[src/rtl/branch_resolve.sv]
// rtl/branch_resolve.sv - execute-stage branch resolution with registered PC redirect
// Evaluates branch conditions from subtract flags, issues redirect to fetch, flushes younger stages.
module branch_resolve #(
  parameter int DRAIN_CYCLES = 1,
  parameter int CNT_W        = 32
) (
  input  logic             clk,
  input  logic             reset,
  input  logic             ex_valid,
  output logic             ex_ready,
  input  logic             ex_branch,
  input  logic             ex_jump,
  input  logic [2:0]       ex_funct3,
  input  logic             Z,
  input  logic             N,
  input  logic             V,
  input  logic             C,
  input  logic [31:0]      ex_target,
  output logic             redirect_valid,
  input  logic             redirect_ready,
  output logic [31:0]      redirect_pc,
  output logic             flush,
  output logic             misalign,
  output logic             illegal_cond,
  output logic [CNT_W-1:0] resolved_cnt,
  output logic [CNT_W-1:0] taken_cnt
);

  typedef enum logic [1:0] {IDLE, REDIRECT, DRAIN} state_t;

  // Unused when DRAIN_CYCLES is 0; the DRAIN state is then unreachable.
  localparam logic [3:0] DRAIN_LOAD = 4'(DRAIN_CYCLES - 1);

  state_t     state, state_nxt;
  logic [3:0] drain_cnt, drain_cnt_nxt;
  logic       accept, cond, taken, aligned, illegal_hit, redirect_go;

  assign accept      = ex_valid & ex_ready & (ex_branch | ex_jump);
  assign illegal_hit = ex_branch & ~ex_jump & (ex_funct3[2:1] == 2'b01);
  assign taken       = ex_jump | (ex_branch & cond);
  assign aligned     = (ex_target[1:0] == 2'b00);
  assign redirect_go = accept & taken & aligned;

  always_comb begin
    cond = 1'b0;
    case (ex_funct3)
      3'b000:  cond = Z;
      3'b001:  cond = ~Z;
      3'b100:  cond = N ^ V;
      3'b101:  cond = ~(N ^ V);
      3'b110:  cond = ~C;
      3'b111:  cond = C;
      default: cond = 1'b0;
    endcase
  end

  always_comb begin
    state_nxt     = state;
    drain_cnt_nxt = drain_cnt;
    case (state)
      IDLE: begin
        if (redirect_go) state_nxt = REDIRECT;
      end
      REDIRECT: begin
        if (redirect_ready) begin
          if (DRAIN_CYCLES == 0) begin
            state_nxt = IDLE;
          end else begin
            state_nxt     = DRAIN;
            drain_cnt_nxt = DRAIN_LOAD;
          end
        end
      end
      DRAIN: begin
        if (drain_cnt == 4'd0) state_nxt = IDLE;
        else drain_cnt_nxt = drain_cnt - 4'd1;
      end
      default: state_nxt = IDLE;
    endcase
  end

  // Outputs are registered from the next state so they line up with the state register.
  always_ff @(posedge clk) begin
    if (reset) begin
      state          <= IDLE;
      drain_cnt      <= 4'd0;
      ex_ready       <= 1'b1;
      redirect_valid <= 1'b0;
      redirect_pc    <= 32'd0;
      flush          <= 1'b0;
      misalign       <= 1'b0;
      illegal_cond   <= 1'b0;
      resolved_cnt   <= '0;
      taken_cnt      <= '0;
    end else begin
      state          <= state_nxt;
      drain_cnt      <= drain_cnt_nxt;
      ex_ready       <= (state_nxt == IDLE);
      redirect_valid <= (state_nxt == REDIRECT);
      flush          <= (state_nxt != IDLE);
      misalign       <= accept & taken & ~aligned;
      illegal_cond   <= accept & illegal_hit;
      if (redirect_go) redirect_pc <= ex_target;
      if (accept) resolved_cnt <= resolved_cnt + CNT_W'(1);
      if (redirect_valid & redirect_ready) taken_cnt <= taken_cnt + CNT_W'(1);
    end
  end

endmodule

[config.mk]
export PLATFORM = sky130hd
export DESIGN_NAME = branch_resolve
export DESIGN_NICKNAME = d
export VERILOG_FILES = /design/src/rtl/branch_resolve.sv
export SDC_FILE = /design/constraint.sdc
export NUM_CORES = 1
export LEC_CHECK = 0
export ABC_AREA = 1
export BUFFER_PORTS_ARGS = -buffer_cell sky130_fd_sc_hd__clkbuf_2
export CAP_MARGIN = 20
export CORE_UTILIZATION = 53
export DETAILED_ROUTE_END_ITERATION = 8
export GPL_TIMING_DRIVEN = 0
export PLACE_DENSITY = 0.8
export SETUP_SLACK_MARGIN = 0.5
export SYNTH_ARGS = -nofsm -noshare
export SYNTH_HDL_FRONTEND = slang
export SYNTH_SLANG_ARGS = --single-unit
export TNS_END_PERCENT = 1
[constraint.sdc]
create_clock -name clk -period 1.7 [get_ports clk]
set_input_delay 0.17 -clock clk [delete_from_list [all_inputs] [get_ports clk]]
set_output_delay 0.17 -clock clk [all_outputs]
set_load 0.02 [all_outputs]
==> flow_summary_export.csv <==
group,metric,value,unit
critical_path,startpoint,"taken_cnt[0]",
timing,period_share,92.2,%
floorplan,num_io_pins,146,
critical_path,max_stage_delay,0.40,ns
critical_path,r2r.worst_path.cells,9,
timing,setup_viol,0,
critical_path,reg2reg_to,"taken_cnt[15]",
grt,grt_pass1_wl,22100,um
finish,utilization,72.3,%
synthesis,synthMuxAreaShare,0,%
route,dr_total_vias,5858,
critical_path,critPathRequiredTime,1.95,ns
route,postRouteAntennaNets,0,
critical_path,cp.arrival,1.81,ns
cts,cts_tree,"built",
synthesis,yosys.area_share.simple,39.3,%
critical_path,path_common_cell,"nor2_4",
synthesis,synth_xor_area_share,2.57,%
critical_path,cp_slowest_cell,"dfxtp_4",
timing,rsz0062_at_grt,"true",
finish,layout_commonest_cell,"nand2_1",
synthesis,syn_inst,851,
power_and_ir_drop,p_leak,3.31,nW
synthesis,syn_avg_cell_area,6.41,um2
route,post_drt_wl_per_cell,12.5,um
place,dp_hpwl,10400,um
floorplan,initial_core_util,55.3,%
finish,area_growth,30.7,%
worst_hold_path,hold_start,"ex_target[10]",
synthesis,syn-num-nets,900,
cts,htree_levels,3,
run,maxCapViolations,0,
critical_path,critPathKind,"register to register",
route,drtPass1Iterations,5,
outcome,outcome,"finished, final reports clean",
timing,fmax,638,MHz
cts,cts_made_buffers,9,
place,globalplace.congestion,0.943,
synthesis,yosys_warnings,0,
synthesis,synth_top_family_by_area,"simple AND/OR/NAND/NOR gates",
synthesis,synth_compound_area_share,8.01,%
floorplan,num_rows,36,
grt,grt_pass1_vias,4992,
grt,antenna_found_initial,0,
critical_path,r2r-start,"taken_cnt[0]",
route,wirelength,14600,um
synthesis,synthAdderAreaFrac,0.918,%
floorplan,dieArea,10700,um2
critical_path,critPathLaunchType,"register",
timing,fin_setup_tns,0,ns
timing,finalHoldViolCount,0,
synthesis,postSynthRegisterBits,107,
critical_path,worstSetupEndpoint,"taken_cnt[15]",
synthesis,synth_area,5450,um2
timing,hold_slack,0.0172,ns
critical_path,ff2ff_setup_slack,0.13,ns
timing,clock_skew,0.0120,ns
cts,clock_path_buffers,2,
floorplan,die_h,103,um
route,avgViaCountPerCell,5.00,
timing,tightest_slew,0.716,ns
timing,min_period,1.57,ns
floorplan,die_w,103,um
grt,gr-total-overflow,0,
critical_path,cp_max_fo,4,
worst_hold_path,hold_path_class,"input pin to register",
finish,final_cell_count_no_fill,1171,
synthesis,synth-seq-area-share,39.3,%
finish,final_cell_mix,"nand2_1, clkbuf_2, nor2_1, inv_1, dfxtp_1",
cts,clock_latency,0.37,ns
critical_path,end_kind,"register",
grt,grt_max_degree,19,
cts,clk_pin_slew_worst_paths,0.10,ns
timing,slew_violations,0,
place,numPortBuffers,145,
finish,diodes,0,
synthesis,synth.distinct_cells,32,
route,drt_iter0_markers,225,
grt,grt_use_total,26.4,%
route,remaining_drc_errors,0,
floorplan,coreArea,9860,um2
cts,clock-sinks,107,
finish,num-fill-cells,875,
finish,nets,1083,
power_and_ir_drop,p_per_area,612,nW/um2
place,placed_cells,1129,
cts,cts_root_buffer,"clkbuf_8",
timing,relSlewSlack,52.3,%
finish,final_layout_size_suffix_gt1_share,29.9,%
critical_path,path_cells,"inv_4 -> nor2_4 -> nand2_2 -> nor2_4 -> nand2_4 -> nor2_1 -> inv_1 -> nor3_1 -> a21oi_1",
power_and_ir_drop,peakVddDrop,434,uV
-- what timing repair did --
| action | CTS | global route |
|---|---|---|
| setup buffers | 17 | 9 |
| endpoints found under the setup margin | 105 | 126 |
| pin swaps | 19 | 30 |
| hold buffers | 1 | 0 |
| gates resized for setup | 15 | 70 |
| endpoints found under the hold margin | 1 | 0 |
-- sequential cells by signal, summed over array words and instances, names as in the netlist --
register / cells
illegal_cond: 1
flush: 1
misalign: 1
taken_cnt: 32
ex_ready: 1
drain_cnt: 4
state: 2
redirect_valid: 1
redirect_pc: 32
resolved_cnt: 32
-- cell type report --
type / instances / area (um2) / area share (%)
buffer: 22 / 92.6 / 1.30
tap: 133 / 166 / 2.33
sequential: 107 / 2220 / 31.2
clock inverter: 6 / 48.8 / 0.684
inverter: 120 / 455 / 6.39
clock buffer: 9 / 124 / 1.74
multi-input combinational: 602 / 3090 / 43.3
timing repair buffer: 172 / 935 / 13.1
-- metrics by stage --
step / power (mW) / worst slack, ns / cell area, um2
2_1_floorplan: 2.84 / 0.262 / 5560
3_3_place_gp: 2.98 / -0.0537 / 6460
3_5_place_dp: 2.99 / -0.0520 / 6460
4_1_cts: 4.41 / 0.164 / 6830
5_1_grt: 4.55 / 0.0672 / 7130
6_report: 4.36 / 0.133 / 7130
-- kinds of logic after synthesis --
logic type,count (synthesis)
and+or+nand+nor,500
buffers and inverters,142
DFF,107
AOI/OAI and AO/OA,82
xor gates and xnor gates,16
adders and majority gates,4
-- worst min path at each step --
stage / endpoint / slack [ns] / cells after the start
6_report: redirect_pc[10] / 0.02 / 3
3_3_place_gp: illegal_cond / 0.38 / 2
3_5_place_dp: illegal_cond / 0.38 / 2
5_1_grt: redirect_pc[7] / 0.0004 / 3
2_1_floorplan: illegal_cond / 0.25 / 1
4_1_cts: redirect_pc[10] / 0.002 / 3
-- metal layers --
layer / vias to the layer above / routed length, um / track usage [%]
li1: 3018 / - / -
met1: 2627 / 6060 / 32.0
met2: 180 / 7400 / 46.5
met3: 33 / 804 / 5.78
met4: 0 / 368 / 8.13
met5: - / 0 / 0
-- where the power goes --
part | internal [mW] | switching (mW) | total, mW
clock network | 0.542 | 0.877 | 1.42
logic | 0.140 | 0.252 | 0.391
registers | 2.53 | 0.0252 | 2.55
total | 3.21 | 1.15 | 4.36
-- critical path, delay by kind of cell, from the launching register on --
| kind | cells | cell delay, ns |
|---|---|---|
| buffers and inverters | 2 | 0.11 |
| AOI/OAI and AO/OA | 1 | 0.14 |
| DFF | 1 | 0.40 |
| and+or+nand+nor | 6 | 0.79 |
-- synthesized netlist by cell type --
cell type  number  area share (%)
a31oi_1         1            0.11
nor2_1        145              10
and3_1          3            0.34
ha_1            4            0.92
o21bai_1        2            0.28
nor3_2          3            0.55
buf_1           3            0.21
o21ai_0        26             2.4
nand3b_1        4            0.55
xnor2_1         8             1.3
inv_1         117             8.1
nand3_1        25             2.3
nor2_4          6             1.2
o21ai_1         2            0.18
nand2_1       246              17
nand4_1        17             1.9
o21ba_2         2            0.37
nor2_2          6            0.69
inv_2           3            0.21
nor3b_2         1            0.23
nor3_1         31             2.8
nand2_2         7            0.80
nor3b_1         1            0.14
xor2_1          8             1.3
a21oi_1        45             4.1
nor4_1          2            0.23
buf_2           6            0.55
a211oi_1        2            0.28
o31ai_1         2            0.28
nand3_2         3            0.55
dfxtp_1       107              39
clkbuf_1       13            0.89
No activity file was read; power rests on OpenSTA's default activity.
